File: src/rtl/dp_job_sequencer_pkg.sv
// Shared constants and FSM state encoding for the DP job sequencer.
package dp_job_sequencer_pkg;

  localparam int unsigned DP_N          = 64;
  localparam int unsigned DP_LOG_N      = 6;
  localparam int unsigned DP_BP_WIDTH   = 2;
  localparam int unsigned DP_ADDR_WIDTH = 10;

  typedef enum logic [2:0] {
    ST_IDLE     = 3'd0,
    ST_LOAD_S   = 3'd1,
    ST_STREAM_T = 3'd2,
    ST_DRAIN    = 3'd3,
    ST_WAIT_TB  = 3'd4,
    ST_DONE     = 3'd5
  } seq_state_e;

endpackage

File: src/rtl/dp_job_sequencer_skid.sv
// One-entry skid buffer: passes data straight through, and parks a word
// that is presented while stall is high until stall drops.
module dp_skid_reg #(
  parameter int unsigned BP_WIDTH = 2
) (
  input  logic                clk,
  input  logic                reset_i,
  input  logic                in_valid,
  input  logic [BP_WIDTH-1:0] in_data,
  input  logic                stall,
  output logic                out_valid,
  output logic [BP_WIDTH-1:0] out_data
);

  logic                full_q;
  logic [BP_WIDTH-1:0] data_q;

  // Hold the presented word while it is stalled; otherwise track the input.
  always_ff @(posedge clk or posedge reset_i) begin
    if (reset_i) begin
      full_q <= 1'b0;
      data_q <= '0;
    end else begin
      full_q <= stall && out_valid;
      if (!full_q) begin
        data_q <= in_data;
      end
    end
  end

  // Buffered word has priority over the live input.
  always_comb begin
    out_valid = full_q || in_valid;
    out_data  = full_q ? data_q : in_data;
  end

endmodule

File: src/rtl/dp_job_sequencer.sv
// Job-level controller for the ping-pong DP systolic wrapper: loads the
// query into the PEs, streams the reference, then closes the job with a
// new_seq pulse once traceback is free.
module dp_job_sequencer
  import dp_job_sequencer_pkg::*;
#(
  parameter int unsigned N          = DP_N,
  parameter int unsigned LOG_N      = DP_LOG_N,
  parameter int unsigned BP_WIDTH   = DP_BP_WIDTH,
  parameter int unsigned ADDR_WIDTH = DP_ADDR_WIDTH
) (
  input  logic                  clk,
  input  logic                  reset_i,
  input  logic                  job_valid,
  output logic                  job_ready,
  input  logic [LOG_N:0]        job_qlen,
  input  logic [ADDR_WIDTH:0]   job_rlen,
  output logic                  job_err,
  output logic                  rd_en,
  output logic                  rd_sel,
  output logic [ADDR_WIDTH-1:0] rd_addr,
  input  logic [BP_WIDTH-1:0]   rd_data,
  output logic [BP_WIDTH-1:0]   S,
  output logic                  s_update,
  output logic [BP_WIDTH-1:0]   T,
  output logic                  valid,
  input  logic                  busy,
  output logic [LOG_N-1:0]      PE_end,
  output logic                  new_seq,
  input  logic                  tb_busy,
  output logic                  job_done
);

  localparam int unsigned QW = LOG_N + 1;
  localparam int unsigned CW = ADDR_WIDTH + 1;
  localparam logic [QW-1:0] QLEN_MAX = QW'(N);
  localparam logic [CW-1:0] RLEN_MAX = CW'(2 ** ADDR_WIDTH);

  seq_state_e         state_q, state_d;
  logic [CW-1:0]      cnt_q, cnt_d;
  logic [QW-1:0]      qlen_q, qlen_d;
  logic [CW-1:0]      rlen_q, rlen_d;
  logic [LOG_N-1:0]   pe_end_q, pe_end_d;
  logic               job_err_q, job_err_d;
  logic               rd_s_q, rd_t_q;
  logic               job_legal;

  logic               t_valid;
  logic [BP_WIDTH-1:0] t_data;
  logic               skid_full;

  dp_skid_reg #(
    .BP_WIDTH(BP_WIDTH)
  ) u_skid (
    .clk      (clk),
    .reset_i  (reset_i),
    .in_valid (rd_t_q),
    .in_data  (rd_data),
    .stall    (busy),
    .out_valid(t_valid),
    .out_data (t_data)
  );

  // A read is never issued while the skid holds a word, so whenever the skid
  // is presenting without a live return, the presented word is the parked one.
  assign skid_full = t_valid && !rd_t_q;

  // State, counters, and the one-cycle read-return tags.
  always_ff @(posedge clk or posedge reset_i) begin
    if (reset_i) begin
      state_q   <= ST_IDLE;
      cnt_q     <= '0;
      qlen_q    <= '0;
      rlen_q    <= '0;
      pe_end_q  <= '0;
      job_err_q <= 1'b0;
      rd_s_q    <= 1'b0;
      rd_t_q    <= 1'b0;
    end else begin
      state_q   <= state_d;
      cnt_q     <= cnt_d;
      qlen_q    <= qlen_d;
      rlen_q    <= rlen_d;
      pe_end_q  <= pe_end_d;
      job_err_q <= job_err_d;
      rd_s_q    <= rd_en && !rd_sel;
      rd_t_q    <= rd_en && rd_sel;
    end
  end

  // Next-state, counter update and read-port control.
  always_comb begin
    state_d   = state_q;
    cnt_d     = cnt_q;
    qlen_d    = qlen_q;
    rlen_d    = rlen_q;
    pe_end_d  = pe_end_q;
    job_err_d = 1'b0;
    rd_en     = 1'b0;
    rd_sel    = 1'b0;
    rd_addr   = '0;
    job_ready = 1'b0;
    new_seq   = 1'b0;
    job_done  = 1'b0;
    job_legal = (job_qlen != '0) && (job_qlen <= QLEN_MAX) &&
                (job_rlen != '0) && (job_rlen <= RLEN_MAX);

    case (state_q)
      ST_IDLE: begin
        job_ready = 1'b1;
        if (job_valid) begin
          if (job_legal) begin
            qlen_d   = job_qlen;
            rlen_d   = job_rlen;
            pe_end_d = LOG_N'(job_qlen - QW'(1));
            cnt_d    = '0;
            state_d  = ST_LOAD_S;
          end else begin
            job_err_d = 1'b1;
          end
        end
      end
      ST_LOAD_S: begin
        if (cnt_q == CW'(qlen_q)) begin
          cnt_d   = '0;
          state_d = ST_STREAM_T;
        end else begin
          rd_en   = 1'b1;
          rd_addr = cnt_q[ADDR_WIDTH-1:0];
          cnt_d   = cnt_q + CW'(1);
        end
      end
      ST_STREAM_T: begin
        if (!busy && !skid_full) begin
          rd_en   = 1'b1;
          rd_sel  = 1'b1;
          rd_addr = cnt_q[ADDR_WIDTH-1:0];
          if (cnt_q == rlen_q - CW'(1)) begin
            state_d = ST_DRAIN;
          end else begin
            cnt_d = cnt_q + CW'(1);
          end
        end
      end
      ST_DRAIN: begin
        // Exactly one word is outstanding here; leave once the DP takes it.
        if (t_valid && !busy) begin
          state_d = ST_WAIT_TB;
        end
      end
      ST_WAIT_TB: begin
        if (!tb_busy) begin
          state_d = ST_DONE;
        end
      end
      ST_DONE: begin
        new_seq  = 1'b1;
        job_done = 1'b1;
        state_d  = ST_IDLE;
      end
      default: state_d = ST_IDLE;
    endcase
  end

  // DP-facing data paths, forced to zero when not qualified.
  always_comb begin
    s_update = rd_s_q;
    S        = rd_s_q ? rd_data : '0;
    valid    = t_valid;
    T        = t_valid ? t_data : '0;
    PE_end   = pe_end_q;
    job_err  = job_err_q;
  end

endmodule

File: config.mk
export PLATFORM = sky130hd
export DESIGN_NAME = dp_job_sequencer
export DESIGN_NICKNAME = d
export VERILOG_FILES = /design/src/rtl/dp_job_sequencer_pkg.sv /design/src/rtl/dp_job_sequencer_skid.sv /design/src/rtl/dp_job_sequencer.sv
export SDC_FILE = /design/constraint.sdc
export NUM_CORES = 1
export LEC_CHECK = 0
export BUFFER_PORTS_ARGS = -buffer_cell sky130_fd_sc_hd__buf_2
export CAP_MARGIN = 15
export CELL_PAD_IN_SITES_DETAIL_PLACEMENT = 0
export CELL_PAD_IN_SITES_GLOBAL_PLACEMENT = 1
export CORE_UTILIZATION = 42
export CTS_CLUSTER_SIZE = 10
export DETAILED_ROUTE_END_ITERATION = 6
export PLACE_DENSITY_LB_ADDON = 0.2
export SLEW_MARGIN = 20
export SYNTH_ARGS = -nofsm -noshare
export SYNTH_HDL_FRONTEND = slang
export SYNTH_HIERARCHICAL = 1
export SYNTH_SLANG_ARGS = --single-unit
File: constraint.sdc
create_clock -name clk -period 5 [get_ports clk]
set_clock_uncertainty 0.1 [all_clocks]
set_input_delay 1.5 -clock clk [delete_from_list [all_inputs] [get_ports clk]]
set_output_delay 1.5 -clock clk [all_outputs]
set_load 0.1 [all_outputs]
==> results of run 1 <==
## cells by family after synthesis
| group | after synthesis |
|---|---|
| compound gates | 46 |
| xor+xnor | 24 |
| fa+ha+maj | 4 |
| buf+inv | 32 |
| flops | 44 |
| mux | 18 |
| simple gates | 129 |
## stage by stage
stage          hold WS [ps]  instances  utilization [%]
2_1_floorplan         364.9        297                -
3_3_place_gp          379.4        419            52.10
3_5_place_dp          388.8        419            52.10
4_1_cts               408.4        428            54.84
5_1_grt               430.5        428            54.90
6_report              403.5        428            54.90
## routing by layer
metal	GRT usage [%]	routed length, um	vias up
met5	0	0	-
met4	5.486	66	0
met3	3.579	258	6
li1	-	-	1155
met1	26.17	2968	1104
met2	30.55	2837	53
## synthesized netlist by cell type, types with 4 or more instances
cell type  count
dfrtp_1       44
nor2_1        24
nand2_1       23
mux2_2        18
xnor2_1       16
and2_1        15
nand3_1       14
a21oi_1       13
inv_1         13
nor3_1        10
o21ai_0        9
clkbuf_1       8
xor2_1         8
buf_2          7
nor4_1         6
or4_1          6
nand4_1        5
o211ai_1       5
ha_1           4
## registers in the layout, summed over array words and instances, names as in the netlist
signal / flops
cnt_q: 11
rlen_q: 11
qlen_q: 7
PE_end: 6
state_q: 3
u_skid/data_q: 2
job_err: 1
rd_t_q: 1
s_update: 1
u_skid/full_q: 1
## path summary, 6_finish.rpt
| kind | start | end |
|---|---|---|
| max | job_qlen[0] | rd_addr[4] |
| min reg2reg | u_skid/data_q[1] | u_skid/data_q[1] |
| min | u_skid/data_q[1] | u_skid/data_q[1] |
| min in group asynchronous | reset_i | u_skid/full_q |
| max in group asynchronous | reset_i | qlen_q[6] |
| max reg2reg | rlen_q[2] | cnt_q[0] |
## layout make-up
| cell class | instances | area, um2 |
|---|---|---|
| flip-flops and latches | 44 | 1101 |
| clock inverters | 2 | 60.06 |
| multi-input cells | 221 | 1565 |
| well taps | 77 | 96.34 |
| repair inverters | 1 | 7.507 |
| inverters | 13 | 70.07 |
| clock buffers | 5 | 68.82 |
| fillers | 565 | 2864 |
| repair buffers | 65 | 516.7 |
## critical path: stages
cell and delay, ps:
buf_8 100, inv_6 50, ha_4 120, or4b_4 480, o21ai_2 120, nor4b_4 250
a31oi_2 150, nand2b_4 190, clkinvlp_4 100, and2_4 150, buf_12 170
## what timing repair did
action,CTS,global route
endpoints found under the setup margin,9,9
cloned,1,0
gates resized for setup,9,1
hold endpoints to repair,0,0
pin swaps,5,2
buffers inserted,1,0
==> impl_metrics.toml, run 1 <==
[run_status]
status = "complete, no violations"

[sta]
report.final.slew_viol_count = 0
fin_crit_ps = 4982
rsz0062_at_grt = "yes"
max_slew_margin_pct = 55.86
hold_violations = 0
worstMarginPinSlew_ps = 656.1
worst_slack_ps = 17.58
clock.fmax_mhz = 200.7
setup_tns_ps = 0
finalSetupViolations = 0
finalCritPeriodShare_pct = 99.65

[clocking]
htree_levels = 2
cts_root_buf = "clkbuf_8"
ctsHoldBuffers = 0
cts.clk_slew.worst_paths_ps = 80
cts.sinks = 44
cts_buffer_depth = 2
insertion_delay_ps = 300
numCtsBuffers = 5
tritoncts = "built"

[worst_setup_path]
crit_required_ps = 3400
critical_path_arrival_ps = 3380
path_class = "input pin to output pin"
cp-end-kind = "output pin"
path_max_fanout = 5
reg2reg_depth = 7
cp-start-kind = "input pin"
ff2ff_setup_slack_ps = 2000

[synth]
ys_seq_area_share_pct = 40.05
synth.cell_area_um2 = 2749
yosys.area.top_type = "dfrtp_1"
yosys-mux-area-fraction_pct = 7.374
synth_top_family_by_area = "simple AND/OR/NAND/NOR gates"
syn_inst = 297
synth_xor_area_share_pct = 7.647
yosysUniqueCellTypes = 50
async_flop_share_pct = 100.0
yosysTopAreaCellShare_pct = 40.05
synth_ff_type = "dfrtp_1"
yosys_warnings = 6
yosys.area_share.simple_pct = 27.04
synth_nets = 326
synth-edff-count = 0
ys_top_cells_by_area = "dfrtp_1 (40%), mux2_2 (7.4%), xnor2_1 (5.1%), and2_1 (3.4%), nor2_1 (3.3%)"
ys_ff_latch = 44
synth_fa_ha_area_share_pct = 1.821
synth-compound-area-share_pct = 10.56
avgSynthCellArea_um2 = 9.256

[die]
die_y_um = 82.90
die_w_um = 82.90
rows = 29
ios = 53
coreArea_um2 = 6350
start_util_pct = 43.29
dieArea_um2 = 6872

[detailed_routing]
ant_nets = 0
wirelength_um = 6132
vias = 2318
drt-initial-drc-count = 79
drc_errors = 0
wl_per_cell_um = 14.33
first_pass_iters = 4
vias_per_cell = 5.416

[final_layout]
stdcell_area_um2 = 3486
synthToLayoutAreaGrowth_pct = 26.81
final_cell_mix = "dfrtp_1 (44), buf_2 (41), nor2_1 (24)"
final_nets = 380
insertedDiodeCount = 0
drive_above_1_share_pct = 33.90
final_common_cell = "dfrtp_1"

[placed_design]
post_dp_cell_area_um2 = 3308
post-place-ws_ps = -121.0
gp_congestion = 0.7413
port_buffers = 52
hpwl_um = 4408

[global_routing]
grt_pass1_wl_um = 10630
grt_usage_pct = 19.01
overflow = 0
grt_max_degree = 42
grt_pass1_vias = 2188
antenna_found_initial = 0

[flow_run]
cap_viol_max_count = 0

[hold_path]
hold_depth = 1
min_path_type = "flop to flop"
Power of run 1 is left out: the tool's default activity adds up to more than one toggle a clock period on the data nets, which glitch-free logic cannot reach.
==> run 2, diff against run 1 <==
ABC_AREA = 1   (was default)
CORE_UTILIZATION = 40   (was 42)
==> run 2 against run 1 <==
Routed wire length up 26%; sequential share of layout area down 1.1 points; synthesized cell count rose by 54%; core utilization decreased by 5.9 points; first-iteration DRC count increased by 100%; largest cell class unchanged.
==> impl_metrics.toml, run 2 <==
[run_status]
status = "complete, no violations"

[global_routing]
grt_pass1_wl_um = 13830
overflow = 0
use_met1_pct = 29.11
busiest_layer = "met2"
grt_max_degree = 42
grt_usage_pct = 21.09
met3_usage_pct = 3.384
met2_usage_pct = 34.10
antenna_found_initial = 0
grt_pass1_vias = 2879

[power]
leakage_uw = 0.001891
power.density_nw_per_um2 = 629.2
ir_drop_v = 0.0004733

[synth]
avgSynthCellArea_um2 = 6.791
syn_inst = 456
yosys.area.top_type = "dfrtp_1"
ys_seq_area_share_pct = 35.56
synth_ff_type = "dfrtp_1"
yosysUniqueCellTypes = 36
synth.cell_area_um2 = 3097
ys_top_cells_by_count = "nand2_1 (146), inv_1 (55), dfrtp_1 (44)"
async_flop_share_pct = 100.0
synth-edff-count = 0
synth_nets = 485
synth_most_common_cell = "nand2_1"
ys_ff_latch = 44
yosysTopAreaCellShare_pct = 35.56
ys_top_cells_by_area = "dfrtp_1 (36%), nand2_1 (18%), nand3_1 (6.8%), inv_1 (6.7%), nor2_1 (4.5%)"
yosys_warnings = 6

[sta]
hold_violations = 0
fin_crit_ps = 4633
max_slew_margin_pct = 60.67
finalCritPeriodShare_pct = 92.66
finalSetupViolations = 0
rsz0062_at_grt = "no"
hold_ws_ps = 376.1
clock.fmax_mhz = 215.9
setup_tns_ps = 0
report.final.slew_viol_count = 0
worstMarginPinSlew_ps = 586.8

[worst_setup_path]
path_class = "input pin to output pin"
cp-end-kind = "output pin"
cp-start-kind = "input pin"
path_max_fanout = 9
crit_required_ps = 3400
rr_startpoint = "cnt_q[7]"
reg2reg_depth = 11
rr_endpoint = "state_q[1]"
ff2ff_setup_slack_ps = 2540
critical_path_arrival_ps = 3030

[hold_path]
hold_path.startpoint = "PE_end[3]"
min_path_type = "flop to flop"
hold_depth = 2
hold_end = "PE_end[3]"

[die]
rows = 31
dieArea_um2 = 8097
coreArea_um2 = 7370
ios = 53
start_util_pct = 42.02
die_w_um = 89.99
die_y_um = 89.99

[final_layout]
insertedDiodeCount = 0
final_common_cell = "nand2_1"
final_nets = 531
synthToLayoutAreaGrowth_pct = 16.61
reg.largest.list = "cnt_q x11, rlen_q x11, qlen_q x7"
final_cell_mix = "nand2_1 (145), inv_1 (55), buf_2 (52)"
drive_above_1_share_pct = 21.27

[clocking]
cts.clk_slew.worst_paths_ps = 80
htree_levels = 2
insertion_delay_ps = 300
cts_resized = 0
cts_root_buf = "clkbuf_8"
cts_setup_buffers = 0
ctsHoldBuffers = 0
cts_buffer_depth = 2
numCtsBuffers = 5
tritoncts = "built"
cts.sinks = 44

[detailed_routing]
ant_nets = 0
vias_per_cell = 4.892
wirelength_um = 7702
wl_per_cell_um = 12.79
first_pass_iters = 4
drc_errors = 0
drt-initial-drc-count = 158
vias = 2945

[placed_design]
hpwl_um = 5900
port_buffers = 52
gp_congestion = 0.8640

[flow_run]
cap_viol_max_count = 0
## run 2: cell types whose count changed in the layout (fill, tap and decap cells not counted), sizes merged, moves of 5 or more
cell	previous run	this run
and2	15	0
buf	65	57
inv	12	60
mux2	18	0
nand2	23	149
nand3	14	44
nor2	25	45
nor4	6	1
o211ai	5	0
o21ai	12	27
or4	7	0
xnor2	16	6
## run 2: per-layer routing
layer	vias up	share of wire (%)
li1	1529	-
met2	76	46
met1	1328	49
met3	12	4.2
met5	-	0
met4	0	1.4
## run 2: area by class of cell
class | count | area, um2
flip-flops and latches | 44 | 1101
fillers | 743 | 3759
inverters | 61 | 230.2
well taps | 99 | 123.9
repair buffers | 57 | 297.8
multi-input cells | 333 | 1765
clock inverters | 2 | 10.01
clock buffers | 6 | 82.58
## run 2: kinds of logic after synthesis
kind of cell    after synthesis  share of synthesized area, %
flops                        44                         35.56
compound gates               50                         9.172
buf+inv                      79                         10.75
simple gates                262                         37.86
fa+ha+maj                     4                         1.616
xor+xnor                     17                         5.051
## run 2: worst max-delay path: stages
cell	delay (ps)
buf_2	110
a21oi_1	160
inv_1	90
nor2_4	130
clkinv_2	330
a21oi_4	260
buf_2	440
## run 2: how the worst max path moves through the flow
stage	start	end	cells after the start
after floorplan	busy	rd_addr[5]	5
after global routing	busy	rd_addr[1]	7
after CTS	busy	rd_addr[1]	7
after detailed placement	busy	rd_addr[1]	7
final	busy	rd_addr[1]	7
after global placement	busy	rd_addr[1]	7
## run 2: metrics by stage
| step | cells | cell area, um2 | total power (uW) | worst slack, ps | utilization (%) |
|---|---|---|---|---|---|
| 2_1_floorplan | 456 | 3201 | 1810 | 4.929 | - |
| 3_3_place_gp | 594 | 3518 | 2030 | 411.4 | 47.74 |
| 3_5_place_dp | 594 | 3518 | 2043 | 369.3 | 47.74 |
| 4_1_cts | 602 | 3611 | 2285 | 362.1 | 49.00 |
| 5_1_grt | 602 | 3611 | 2464 | 296.0 | 49.00 |
| 6_report | 602 | 3611 | 2272 | 367.3 | 49.00 |
## run 2: report_power, final
group / total, uW / leakage [uW] / internal (uW) / switching, uW
clock network: 241 / 0.0000510 / 111 / 130
registers: 611 / 0.000562 / 484 / 127
logic: 1420 / 0.00128 / 330 / 1090
Note: power is estimated with default switching activity, not from simulation.
==> run 3, diff against run 2 <==
PLACE_DENSITY = 0.83   (was default)
PLACE_DENSITY_LB_ADDON = default   (was 0.2)
clock period = 4.5 ns   (was 5 ns; I/O delays follow)
==> run 3 against run 2 <==
Worst setup slack better by 12 ps; critical path depth is 1 higher; sequential cell count stayed put; global-route usage is 0.76 points lower; clock power is 40% higher; critical endpoint is now rd_addr[5]; core utilization is 0.93 points higher; routed wire length hardly changed; critical path type is now flop to output pin.
==> impl_metrics.toml, run 3 (synthesis results as in run 2) <==
[run_status]
status = "complete, no violations"

[die]
rows = 31
ios = 53
coreArea_um2 = 7370
dieArea_um2 = 8097
start_util_pct = 42.02
die_y_um = 89.99
die_w_um = 89.99

[sta]
finalSetupViolations = 0
hold_violations = 0
report.final.slew_viol_count = 0
finalCritPeriodShare_pct = 91.57
fin_crit_ps = 4121
worstMarginPinSlew_ps = 533.5
clock.fmax_mhz = 242.7
max_slew_margin_pct = 64.43
rsz0062_at_grt = "no"
setup_tns_ps = 0

[hold_path]
min_path_type = "flop to flop"

[worst_setup_path]
crit_required_ps = 3050
cp-start-kind = "flop"
cp-end-kind = "output pin"
path_max_fanout = 7
critical_path_arrival_ps = 2670
path_class = "flop to output pin"

[power]
leakage_uw = 0.001918
p_sw_uw = 1510
intPower_uw = 1115
p_seq_share_pct = 25.9
swShare_pct = 57.53
ir_drop_v = 0.0004177
power.density_nw_per_um2 = 713.4
comb_power_share_pct = 61.2
power.share.clock_pct = 12.9

[clocking]
ctsHoldBuffers = 0
cts_resized = 0
numCtsBuffers = 5
cts.sinks = 44
cts_buffer_depth = 2
htree_levels = 2
tritoncts = "built"
cts_root_buf = "clkbuf_8"
cts_setup_buffers = 0
cts.clk_slew.worst_paths_ps = 80
insertion_delay_ps = 310

[flow_run]
cap_viol_max_count = 0

[placed_design]
hpwl_um = 6020
gp_congestion = 0.8684
dp.cells = 596
port_buffers = 52

[final_layout]
finalNonFillerCells = 604
final_cell_mix = "nand2_1 (145), inv_1 (54), buf_2 (52)"
reg.largest.list = "cnt_q x11, rlen_q x11, qlen_q x7"
final_common_cell = "nand2_1"
insertedDiodeCount = 0
final_nets = 533
synthToLayoutAreaGrowth_pct = 18.83
drive_above_1_share_pct = 22.18

[detailed_routing]
drt-initial-drc-count = 145
ant_nets = 0
drc_errors = 0
vias = 2986
wirelength_um = 7707
first_pass_iters = 4
wl_per_cell_um = 12.76
vias_per_cell = 4.944

[global_routing]
overflow = 0
grt_usage_pct = 20.33
grt_max_degree = 42
grt_pass1_wl_um = 13330
grt_pass1_vias = 2830
antenna_found_initial = 0
[run 3: cell count changes in the layout (fill, tap and decap cells not counted), sizes merged]
| cell | before | now |
|---|---|---|
| bufinv | 0 | 1 |
| buf | 57 | 59 |
| clkinv | 3 | 1 |
| clkbuf | 6 | 7 |
[run 3: through the flow]
step,cell area (um2),hold slack (ps),power (uW),setup WS (ps),util [%]
floorplan,3221,341.0,2021,-5.662,-
global placement,3553,351.1,2283,429.4,48.22
detailed placement,3553,366.7,2294,389.2,48.22
CTS,3680,386.1,2634,389.9,49.93
global route,3680,398.6,2827,223.8,49.93
finish,3680,383.9,2625,379.5,49.93
[run 3: power by group through the flow]
stage	combinational, uW	sequential (uW)	clock (uW)
finish	1610	680	338
floorplan	1160	864	0
detailed placement	1600	689	0
CTS	1610	682	341
global placement	1600	684	0
global route	1760	705	359
[run 3: layout make-up]
class | count | area [um2]
Fill cell | 770 | 3690
Multi-Input combinational cell | 333 | 1782
Sequential cell | 44 | 1101
Timing Repair Buffer | 59 | 312.8
Inverter | 61 | 234.0
Tap cell | 99 | 123.9
Clock buffer | 7 | 96.34
Clock inverter | 1 | 30.03
[run 3: final timing paths]
path,startpoint,endpoint,slack [ps],depth (start not counted)
worst max-delay path,cnt_q[1],rd_addr[5],380,8
worst min-delay path,u_skid/data_q[0],u_skid/data_q[0],380,2
worst max register to register,rlen_q[0],cnt_q[8],1980,12
worst min register to register,u_skid/data_q[0],u_skid/data_q[0],380,2
max in group asynchronous,reset_i,rlen_q[2],2850,3
min in group asynchronous,reset_i,u_skid/data_q[1],810,2
[run 3: critical path, cell delays in order (launching register included)]
cell	delay, ps
dfrtp_1	450
inv_1	160
o22ai_1	180
nor3_1	90
nand2_1	210
nand2_1	370
buf_4	330
a21boi_4	150
buf_2	430
[run 3: layer usage]
| metal | up-vias | GRT usage [%] | part of all wire (%) |
|---|---|---|---|
| met5 | - | 0 | 0 |
| met4 | 0 | 6.048 | 1.3 |
| met3 | 8 | 3.215 | 3.8 |
| met2 | 65 | 32.63 | 45 |
| met1 | 1388 | 28.30 | 50 |
| li1 | 1525 | - | - |
